--- src/rtl/uart_pkg.sv ---
// Shared encodings for the runtime-configurable UART: parity modes, FSM states
// and the default oversampling ratio.
package uart_pkg;

    localparam int unsigned OVERSAMPLE_DEFAULT = 16;

    typedef enum logic [1:0] {
        PAR_NONE = 2'b00,
        PAR_EVEN = 2'b01,
        PAR_ODD  = 2'b10
    } parity_e;

    typedef enum logic [2:0] {
        TX_IDLE,
        TX_START,
        TX_DATA,
        TX_PARITY,
        TX_STOP
    } tx_state_e;

    typedef enum logic [2:0] {
        RX_IDLE,
        RX_START,
        RX_DATA,
        RX_PARITY,
        RX_STOP
    } rx_state_e;

    // Mode 2'b11 is deliberately treated as "no parity".
    function automatic logic par_enabled(input logic [1:0] mode);
        return (mode == PAR_EVEN) || (mode == PAR_ODD);
    endfunction

endpackage

--- src/rtl/fifo.sv ---
// Byte FIFO of 2^W entries; a push into a full FIFO or a pop from an empty one is
// ignored, even when the opposite operation happens in the same cycle.
module fifo #(
    parameter int unsigned B = 8,
    parameter int unsigned W = 4
) (
    input  logic         clk_i,
    input  logic         reset_i,
    input  logic         rd_i,
    input  logic         wr_i,
    input  logic [B-1:0] w_data_i,
    output logic         empty_o,
    output logic         full_o,
    output logic [B-1:0] r_data_o
);

    logic [B-1:0] mem_q [2**W];
    logic [W:0]   wp_q, wp_d, rp_q, rp_d;
    logic         do_wr, do_rd;

    always_comb begin
        empty_o  = (wp_q == rp_q);
        full_o   = (wp_q[W] != rp_q[W]) && (wp_q[W-1:0] == rp_q[W-1:0]);
        do_wr    = wr_i && !full_o;
        do_rd    = rd_i && !empty_o;
        wp_d     = do_wr ? wp_q + 1'b1 : wp_q;
        rp_d     = do_rd ? rp_q + 1'b1 : rp_q;
        r_data_o = mem_q[rp_q[W-1:0]];
    end

    always_ff @(posedge clk_i) begin
        if (do_wr) mem_q[wp_q[W-1:0]] <= w_data_i;
    end

    always_ff @(posedge clk_i) begin
        if (reset_i) begin
            wp_q <= '0;
            rp_q <= '0;
        end else begin
            wp_q <= wp_d;
            rp_q <= rp_d;
        end
    end

endmodule

--- src/rtl/uart_baud_div.sv ---
// Runtime-divisor baud tick generator: one-cycle tick every div_i clocks (min 2).
module uart_baud_div #(
    parameter int unsigned DIV_BITS = 16
) (
    input  logic                clk_i,
    input  logic                rst_i,
    input  logic                restart_i,
    input  logic [DIV_BITS-1:0] div_i,
    output logic                tick_o
);

    logic [DIV_BITS-1:0] cnt_q, cnt_d, lim;

    always_comb begin
        lim    = (div_i < DIV_BITS'(2)) ? DIV_BITS'(1) : div_i - DIV_BITS'(1);
        tick_o = (cnt_q == lim);
        cnt_d  = (restart_i || tick_o) ? '0 : cnt_q + DIV_BITS'(1);
    end

    always_ff @(posedge clk_i) begin
        if (rst_i) cnt_q <= '0;
        else       cnt_q <= cnt_d;
    end

endmodule

--- src/rtl/uart_cfg_top.sv ---
// Runtime-configurable UART: baud divisor, parity and stop bits latched by cfg_load
// while idle; byte FIFOs on both directions and sticky RX error flags.
module uart_cfg_top
    import uart_pkg::*;
#(
    parameter int unsigned DATA_BITS   = 8,
    parameter int unsigned OVERSAMPLE  = OVERSAMPLE_DEFAULT,
    parameter int unsigned DIV_BITS    = 16,
    parameter int unsigned DIV_DEFAULT = 651,
    parameter int unsigned FIFO_EXP    = 4
) (
    input  logic                 CLK,
    input  logic                 RESET,
    input  logic [DIV_BITS-1:0]  cfg_div,
    input  logic [1:0]           cfg_parity,
    input  logic                 cfg_stop2,
    input  logic                 cfg_load,
    input  logic                 write_uart,
    input  logic [DATA_BITS-1:0] write_data,
    input  logic                 read_uart,
    input  logic                 rx_data_in,
    input  logic                 err_clear,
    output logic                 tx_data_out,
    output logic [DATA_BITS-1:0] read_data,
    output logic                 tx_full,
    output logic                 tx_empty,
    output logic                 rx_full,
    output logic                 rx_empty,
    output logic                 rx_err_frame,
    output logic                 rx_err_parity,
    output logic                 rx_err_overrun,
    output logic                 busy
);

    localparam int unsigned CW = $clog2(OVERSAMPLE);
    localparam int unsigned NW = (DATA_BITS > 1) ? $clog2(DATA_BITS) : 1;
    localparam logic [CW-1:0] S_LAST = CW'(OVERSAMPLE - 1);
    localparam logic [CW-1:0] S_HALF = CW'(OVERSAMPLE / 2 - 1);
    localparam logic [NW-1:0] N_LAST = NW'(DATA_BITS - 1);

    logic [DIV_BITS-1:0]  div_q;
    logic [1:0]           par_q;
    logic                 stop2_q, cfg_accept, tick;

    tx_state_e            tx_state_q;
    logic [CW-1:0]        tx_s_q;
    logic [NW-1:0]        tx_n_q;
    logic [DATA_BITS-1:0] tx_shift_q, tx_head;
    logic                 tx_q, tx_par_q, tx_stop2nd_q, tx_pop, tx_par_next;

    rx_state_e            rx_state_q;
    logic [CW-1:0]        rx_s_q;
    logic [NW-1:0]        rx_n_q;
    logic [DATA_BITS-1:0] rx_shift_q;
    logic                 rx_meta_q, rx_sync_q, rx_parbit_q, rx_stop_q, rx_done_q;
    logic                 rx_push, rx_par_bad;
    logic                 frame_q, frame_d, parity_q, parity_d, ovr_q, ovr_d;

    always_comb begin
        busy        = (tx_state_q != TX_IDLE) || (rx_state_q != RX_IDLE) || !tx_empty;
        cfg_accept  = cfg_load && !busy;
        tx_par_next = (^tx_head) ^ (par_q == PAR_ODD);
        tx_pop      = tick && !tx_empty &&
                      ((tx_state_q == TX_IDLE) ||
                       ((tx_state_q == TX_STOP) && (tx_s_q == S_LAST) &&
                        (!stop2_q || tx_stop2nd_q)));
        rx_par_bad  = par_enabled(par_q) &&
                      (((^rx_shift_q) ^ rx_parbit_q) != (par_q == PAR_ODD));
        rx_push     = rx_done_q && rx_stop_q && !rx_full;
        // A new error in the same cycle as err_clear keeps the flag set.
        frame_d     = (rx_done_q && !rx_stop_q) || (frame_q && !err_clear);
        parity_d    = (rx_done_q && rx_stop_q && rx_par_bad) || (parity_q && !err_clear);
        ovr_d       = (rx_done_q && rx_stop_q && rx_full) || (ovr_q && !err_clear);
    end

    always_ff @(posedge CLK) begin
        if (RESET) begin
            div_q   <= DIV_BITS'(DIV_DEFAULT);
            par_q   <= PAR_NONE;
            stop2_q <= 1'b0;
        end else if (cfg_accept) begin
            div_q   <= cfg_div;
            par_q   <= cfg_parity;
            stop2_q <= cfg_stop2;
        end
    end

    uart_baud_div #(.DIV_BITS(DIV_BITS)) u_baud (
        .clk_i     (CLK),
        .rst_i     (RESET),
        .restart_i (cfg_accept),
        .div_i     (div_q),
        .tick_o    (tick)
    );

    fifo #(.B(DATA_BITS), .W(FIFO_EXP)) u_tx_fifo (
        .clk_i    (CLK),
        .reset_i  (RESET),
        .rd_i     (tx_pop),
        .wr_i     (write_uart),
        .w_data_i (write_data),
        .empty_o  (tx_empty),
        .full_o   (tx_full),
        .r_data_o (tx_head)
    );

    fifo #(.B(DATA_BITS), .W(FIFO_EXP)) u_rx_fifo (
        .clk_i    (CLK),
        .reset_i  (RESET),
        .rd_i     (read_uart),
        .wr_i     (rx_push),
        .w_data_i (rx_shift_q),
        .empty_o  (rx_empty),
        .full_o   (rx_full),
        .r_data_o (read_data)
    );

    always_ff @(posedge CLK) begin
        if (RESET) begin
            tx_state_q   <= TX_IDLE;
            tx_q         <= 1'b1;
            tx_s_q       <= '0;
            tx_n_q       <= '0;
            tx_shift_q   <= '0;
            tx_par_q     <= 1'b0;
            tx_stop2nd_q <= 1'b0;
        end else begin
            if (tx_pop) begin
                tx_state_q <= TX_START;
                tx_q       <= 1'b0;
                tx_s_q     <= '0;
                tx_shift_q <= tx_head;
                tx_par_q   <= tx_par_next;
            end else if (tick) begin
                tx_s_q <= (tx_s_q == S_LAST) ? '0 : tx_s_q + 1'b1;
                if (tx_s_q == S_LAST) begin
                    unique case (tx_state_q)
                        TX_START: begin
                            tx_state_q <= TX_DATA;
                            tx_n_q     <= '0;
                            tx_q       <= tx_shift_q[0];
                        end
                        TX_DATA: begin
                            if (tx_n_q == N_LAST) begin
                                tx_state_q   <= par_enabled(par_q) ? TX_PARITY : TX_STOP;
                                tx_q         <= par_enabled(par_q) ? tx_par_q : 1'b1;
                                tx_stop2nd_q <= 1'b0;
                            end else begin
                                tx_n_q     <= tx_n_q + 1'b1;
                                tx_shift_q <= tx_shift_q >> 1;
                                tx_q       <= tx_shift_q[1];
                            end
                        end
                        TX_PARITY: begin
                            tx_state_q <= TX_STOP;
                            tx_q       <= 1'b1;
                        end
                        TX_STOP: begin
                            if (stop2_q && !tx_stop2nd_q) tx_stop2nd_q <= 1'b1;
                            else                          tx_state_q   <= TX_IDLE;
                        end
                        default: begin
                            tx_state_q <= TX_IDLE;
                            tx_q       <= 1'b1;
                        end
                    endcase
                end
                if (tx_state_q == TX_IDLE) tx_s_q <= '0;
            end
        end
    end

    always_ff @(posedge CLK) begin
        if (RESET) begin
            rx_meta_q   <= 1'b1;
            rx_sync_q   <= 1'b1;
            rx_state_q  <= RX_IDLE;
            rx_s_q      <= '0;
            rx_n_q      <= '0;
            rx_shift_q  <= '0;
            rx_parbit_q <= 1'b0;
            rx_stop_q   <= 1'b1;
            rx_done_q   <= 1'b0;
        end else begin
            rx_meta_q <= rx_data_in;
            rx_sync_q <= rx_meta_q;
            rx_done_q <= 1'b0;
            if (tick) begin
                rx_s_q <= rx_s_q + 1'b1;
                unique case (rx_state_q)
                    RX_IDLE: begin
                        rx_s_q <= '0;
                        if (!rx_sync_q) rx_state_q <= RX_START;
                    end
                    RX_START: if (rx_s_q == S_HALF) begin
                        rx_s_q     <= '0;
                        rx_n_q     <= '0;
                        rx_state_q <= rx_sync_q ? RX_IDLE : RX_DATA;
                    end
                    RX_DATA: if (rx_s_q == S_LAST) begin
                        rx_shift_q <= {rx_sync_q, rx_shift_q[DATA_BITS-1:1]};
                        rx_n_q     <= rx_n_q + 1'b1;
                        if (rx_n_q == N_LAST)
                            rx_state_q <= par_enabled(par_q) ? RX_PARITY : RX_STOP;
                    end
                    RX_PARITY: if (rx_s_q == S_LAST) begin
                        rx_parbit_q <= rx_sync_q;
                        rx_state_q  <= RX_STOP;
                    end
                    RX_STOP: if (rx_s_q == S_LAST) begin
                        rx_stop_q  <= rx_sync_q;
                        rx_done_q  <= 1'b1;
                        rx_state_q <= RX_IDLE;
                    end
                    default: rx_state_q <= RX_IDLE;
                endcase
            end
        end
    end

    always_ff @(posedge CLK) begin
        if (RESET) begin
            frame_q  <= 1'b0;
            parity_q <= 1'b0;
            ovr_q    <= 1'b0;
        end else begin
            frame_q  <= frame_d;
            parity_q <= parity_d;
            ovr_q    <= ovr_d;
        end
    end

    always_comb begin
        tx_data_out    = tx_q;
        rx_err_frame   = frame_q;
        rx_err_parity  = parity_q;
        rx_err_overrun = ovr_q;
    end

endmodule
--- config.mk ---
export PLATFORM = sky130hd
export DESIGN_NAME = uart_cfg_top
export DESIGN_NICKNAME = d
export VERILOG_FILES = /design/src/rtl/uart_pkg.sv /design/src/rtl/fifo.sv /design/src/rtl/uart_baud_div.sv /design/src/rtl/uart_cfg_top.sv
export SDC_FILE = /design/constraint.sdc
export NUM_CORES = 1
export LEC_CHECK = 0
export ABC_AREA = 1
export BUFFER_PORTS_ARGS = -buffer_cell sky130_fd_sc_hd__buf_2
export CELL_PAD_IN_SITES_DETAIL_PLACEMENT = 1
export CELL_PAD_IN_SITES_GLOBAL_PLACEMENT = 1
export CORE_MARGIN = 10
export CORE_UTILIZATION = 30
export CTS_CLUSTER_DIAMETER = 40
export CTS_CLUSTER_SIZE = 25
export DETAILED_ROUTE_END_ITERATION = 8
export GPL_TIMING_DRIVEN = 0
export MAX_ROUTING_LAYER = met4
export PLACE_DENSITY_LB_ADDON = 0.05
export SKIP_LAST_GASP = 1
export SLEW_MARGIN = 20
export SYNTH_ARGS = -nofsm -noshare
export SYNTH_HDL_FRONTEND = slang
export SYNTH_HIERARCHICAL = 1
export SYNTH_SLANG_ARGS = --single-unit
--- constraint.sdc ---
create_clock -name CLK -period 3.6 [get_ports CLK]
set_clock_uncertainty 0.2 [all_clocks]
set_input_delay 0.18 -clock CLK [delete_from_list [all_inputs] [get_ports CLK]]
set_output_delay 0.18 -clock CLK [all_outputs]
set_load 0.01 [all_outputs]
==> reports/metrics.sh <==
STATUS='finished clean'
GRT_MAX_DEGREE=21
YOSYSUNIQUECELLTYPES=50
CTS_MADE_BUFFERS=80
SYNTH_AREA_LEADER_CELL='sky130_fd_sc_hd__edfxtp_1'
COMB_POWER_SHARE_PCT=7.0
MOST_COMMON_CELL_AFTER_LAYOUT_FILL_AND_TAPS_ASIDE='sky130_fd_sc_hd__nand2_1'
PORT_BUFS=49
NUM-FILL-CELLS=6380
FINALHOLDVIOLATIONS=0
MAX_CAP_VIOLATIONS=0
CLOCK_LATENCY_REPORTED_FOR_THE_LATE_SIDE_OF_THE_WORST_SKEW_PAIR_NS=0.60
SHARE_CLK_OF_TOTAL_POWER_PCT=57.0
SYN_NETS=1852
SLEW_OF_THE_PIN_WITH_THE_LOWEST_SLEW_MARGIN_NS=0.9949
CELLPOWERDENSITY_mW_PER_MM2=588.4
MOSTFREQUENTLAYOUTCELLS='sky130_fd_sc_hd__nand2_1, sky130_fd_sc_hd__edfxtp_1, sky130_fd_sc_hd__inv_1'
YS_TOP_CELLS_BY_AREA='sky130_fd_sc_hd__edfxtp_1, sky130_fd_sc_hd__dfxtp_1, sky130_fd_sc_hd__nand2_1'
POST_SYNTH.CELL_AREA_AVG_SQ_UM=9.449
DRT-WIRELENGTH-PER-CELL_MICRONS=18.21
LAYOUT_WORST_PATH_CYCLE_SHARE_PCT=94.43
TIMING.CRITICAL_PATH.TO_TYPE='flip-flop'
TRACK_USAGE_PCT=15.83
VIA_COUNT=12956
SWITCHING_SHARE_PCT=24.76
CTS.ROOT.BUFFER_CELL='sky130_fd_sc_hd__clkbuf_16'
OVERALL_DIE_HEIGHT_MICRONS=258.0
SEQUENTIAL_CELL_AREA_SQ_MM=0.009898
FINALMAXSLEWVIOLATIONS=0
DETAILEDROUTE.FIRSTPASSITERATIONCOUNT=5
SYNTH.YOSYS.WARNINGS=6
GLOBALROUTEOVERFLOWTOTAL=0
ANTENNADIODECOUNT=0
NUM_IO_PINS=51
DESIGN.CORE.AREA_SQ_MM=0.05628
MAX_CLOCK_FREQ_GHz=0.2942
CTS_TREE='yes'
ROUTE.DETAILED.DRC=0
SYNTH_CELLS=1799
DIE_AREA_SQ_MM=0.06658
ANT_NETS=0
FINAL_LAYOUT_SIZE_SUFFIX_GT1_SHARE_PCT=16.96
ROW_COUNT=87
INSTANCES_NO_FILL=2826
GRT_FIRST_PASS_WIRELENGTH_MICRONS=79960
CLOCKBUFFERDEPTH=3
PLACED_CELLS_INCL_TAPS=2604
FINAL.MIN_CLOCK_PERIOD_NS=3.399
POST_SYNTH_INSTANCE_AREA_SQ_MM=0.01700
WORST_SETUP_HOLD_PATH_CLK_SLEW_NS=0.05
POWER_SWITCHING_mW=3.166
TIMING.MAX_SLEW.REL_SLACK_PCT=33.59
FINALWIRELENGTH_MICRONS=51450
RSZ0062_AT_GRT='true'
CRITICAL_PATH_PEAK_FANOUT=10
POST_DRT_VIA_CELL_RATIO=4.585
TIMING.SETUP.CRITICAL_PATH_CLASS='flip-flop to flip-flop'
P_INT_mW=9.622
UTILIZATION_AFTER_LAYOUT_PCT=38.62
CELLLEAKAGEPOWER_nW=8.483
FLOORPLAN.INITIALDENSITY_PCT=30.21
CLOCK-SINKS=366
CTS_H_TREE_DEPTH=3
CRITICAL_PATH_REQUIRED_NS=3.87
CRIT_PATH_START_KIND='flip-flop'
FINALWEIGHTEDCONGESTION=0.9628
DRT_ITER0_MARKERS=545
IR_DROP_uV=393.0
YOSYSTOPAREACELLSHARE_PCT=45.22
VIAS_IN_THE_FIRST_GLOBAL_ROUTE=13699
DPL.HPWL_MICRONS=35720
DESIGN.FINAL.NETS=2055
FLOW.AREA_GROWTH_FROM_SYNTHESIS_PCT=27.84
SYNTH-SEQ-AREA-SHARE_PCT=58.18
ARRIVAL_NS=3.67
DIE_W_MICRONS=258.0
P_SEQ_SHARE_PCT=35.9
MULTIINPUTGATEAREA_SQ_MM=0.005776
WORSTHOLDPATHTYPE='input pin to flip-flop'
SETUP_VIOLATIONS=0
ANTENNA_FOUND_INITIAL=0
YOSYS_REGISTER_BITS=366
[state kept, by name, summed over array words and instances (netlist names), 4 cells and up, named ones only]
register	flops
u_baud/cnt_q	16
u_rx_fifo/rp_q	5
rx_shift_q	8
u_rx_fifo/wp_q	5
tx_s_q	4
rx_s_q	4
u_tx_fifo/mem_q	128
tx_shift_q	8
u_rx_fifo/mem_q	128
div_q	16
u_tx_fifo/rp_q	5
u_tx_fifo/wp_q	5
[area by class of cell]
type / instances / share of cell area [%]
clock buffer: 92 / 9.759
buffer: 71 / 1.946
clock inverter: 58 / 2.821
timing repair buffer: 121 / 4.422
tap: 756 / 4.353
multi-input combinational: 1103 / 26.58
inverter: 259 / 4.577
sequential: 366 / 45.55
[layer usage]
| layer | track usage (%) | up-vias | wire, microns |
|---|---|---|---|
| met5 | - | - | 0 |
| met4 | 4.738 | 0 | 1113 |
| met3 | 2.887 | 89 | 1436 |
| met2 | 26.75 | 159 | 25570 |
| met1 | 18.96 | 6228 | 23330 |
| li1 | - | 6480 | - |
[kinds of logic after synthesis]
logic type	count (synthesis)	share of synthesized area (%)
DFF	366	58.18
and+or+nand+nor	765	20.80
buffers and inverters	330	8.295
AOI/OAI and AO/OA	291	9.841
adders and majority gates	19	1.399
xor gates and xnor gates	28	1.487
[path summary, 6_finish.rpt]
path	start	end	slack, ns	depth (start not counted)
max	u_tx_fifo/wp_q[2]	div_q[12]	0.20	16
min	cfg_load	u_baud/cnt_q[6]	0.10	7
max reg2reg	u_tx_fifo/wp_q[2]	div_q[12]	0.20	16
min reg2reg	rx_meta_q	rx_sync_q	0.23	1
[metrics by stage]
step                      total power, mW  cell area, sq um  hold slack, ns  TNS [ns]  setup slack [ns]
after floorplan                     5.177             17000         0.05153         0            0.6633
after global placement              5.473             18190          0.1849   -0.4420           -0.1484
after detailed placement            5.486             18200          0.1935   -0.6290           -0.1923
after CTS                           12.97             21650         0.09301         0           0.01784
after global routing                13.30             21730          0.1124  -0.05392          -0.05392
final                               12.79             21730          0.1029         0            0.2005
[worst max-delay path: stages, from the launching register on]
cell and delay [ns]:
sky130_fd_sc_hd__dfxtp_1 0.30, sky130_fd_sc_hd__buf_4 0.15, sky130_fd_sc_hd__inv_2 0.06, sky130_fd_sc_hd__nand2_1 0.07, sky130_fd_sc_hd__nand2_2 0.06, sky130_fd_sc_hd__nor2_4 0.13, sky130_fd_sc_hd__nand3_2 0.09, sky130_fd_sc_hd__buf_6 0.16
sky130_fd_sc_hd__inv_2 0.08, sky130_fd_sc_hd__inv_1 0.08, sky130_fd_sc_hd__nor3_4 0.29, sky130_fd_sc_hd__nand2_4 0.12, sky130_fd_sc_hd__buf_6 0.16, sky130_fd_sc_hd__o21ai_1 0.12, sky130_fd_sc_hd__dlygate4sd3_1 0.59, sky130_fd_sc_hd__nor2_1 0.06
sky130_fd_sc_hd__dlygate4sd3_1 0.56
[power by group through the flow]
stage / clock [mW] / combinational, mW / sequential, mW
2_1_floorplan: 0 / 0.524 / 4.65
3_3_place_gp: 0 / 0.805 / 4.67
3_5_place_dp: 0 / 0.816 / 4.67
4_1_cts: 7.48 / 0.903 / 4.59
5_1_grt: 7.70 / 1.01 / 4.60
6_report: 7.30 / 0.899 / 4.59
[synth_stat cells, drive strengths merged]
cell	instances
o21ai	102
nand3b	4
dfxtp	110
and2	2
a211oi	2
o21bai	5
nor4	1
inv	258
a221oi	1
xnor2	8
buf	42
o211ai	66
o22ai	2
nor3	15
nand2	335
nor2	197
or2	3
ha	19
clkbuf	29
a21o	1
a21oi	110
nand3	193
a31oi	2
edfxtp	256
clkinv	1
xor2	20
nand4	15
[repair_timing]
action                     4_1_cts  5_1_grt
setup endpoints to repair        5       35
buffers inserted                 0        2
gates cloned                     0        0
hold endpoints to repair       165        0
gates resized for setup          6       21
hold buffers                    70        0
pin swaps                        0        7
Power figures use the tool's default switching activity.
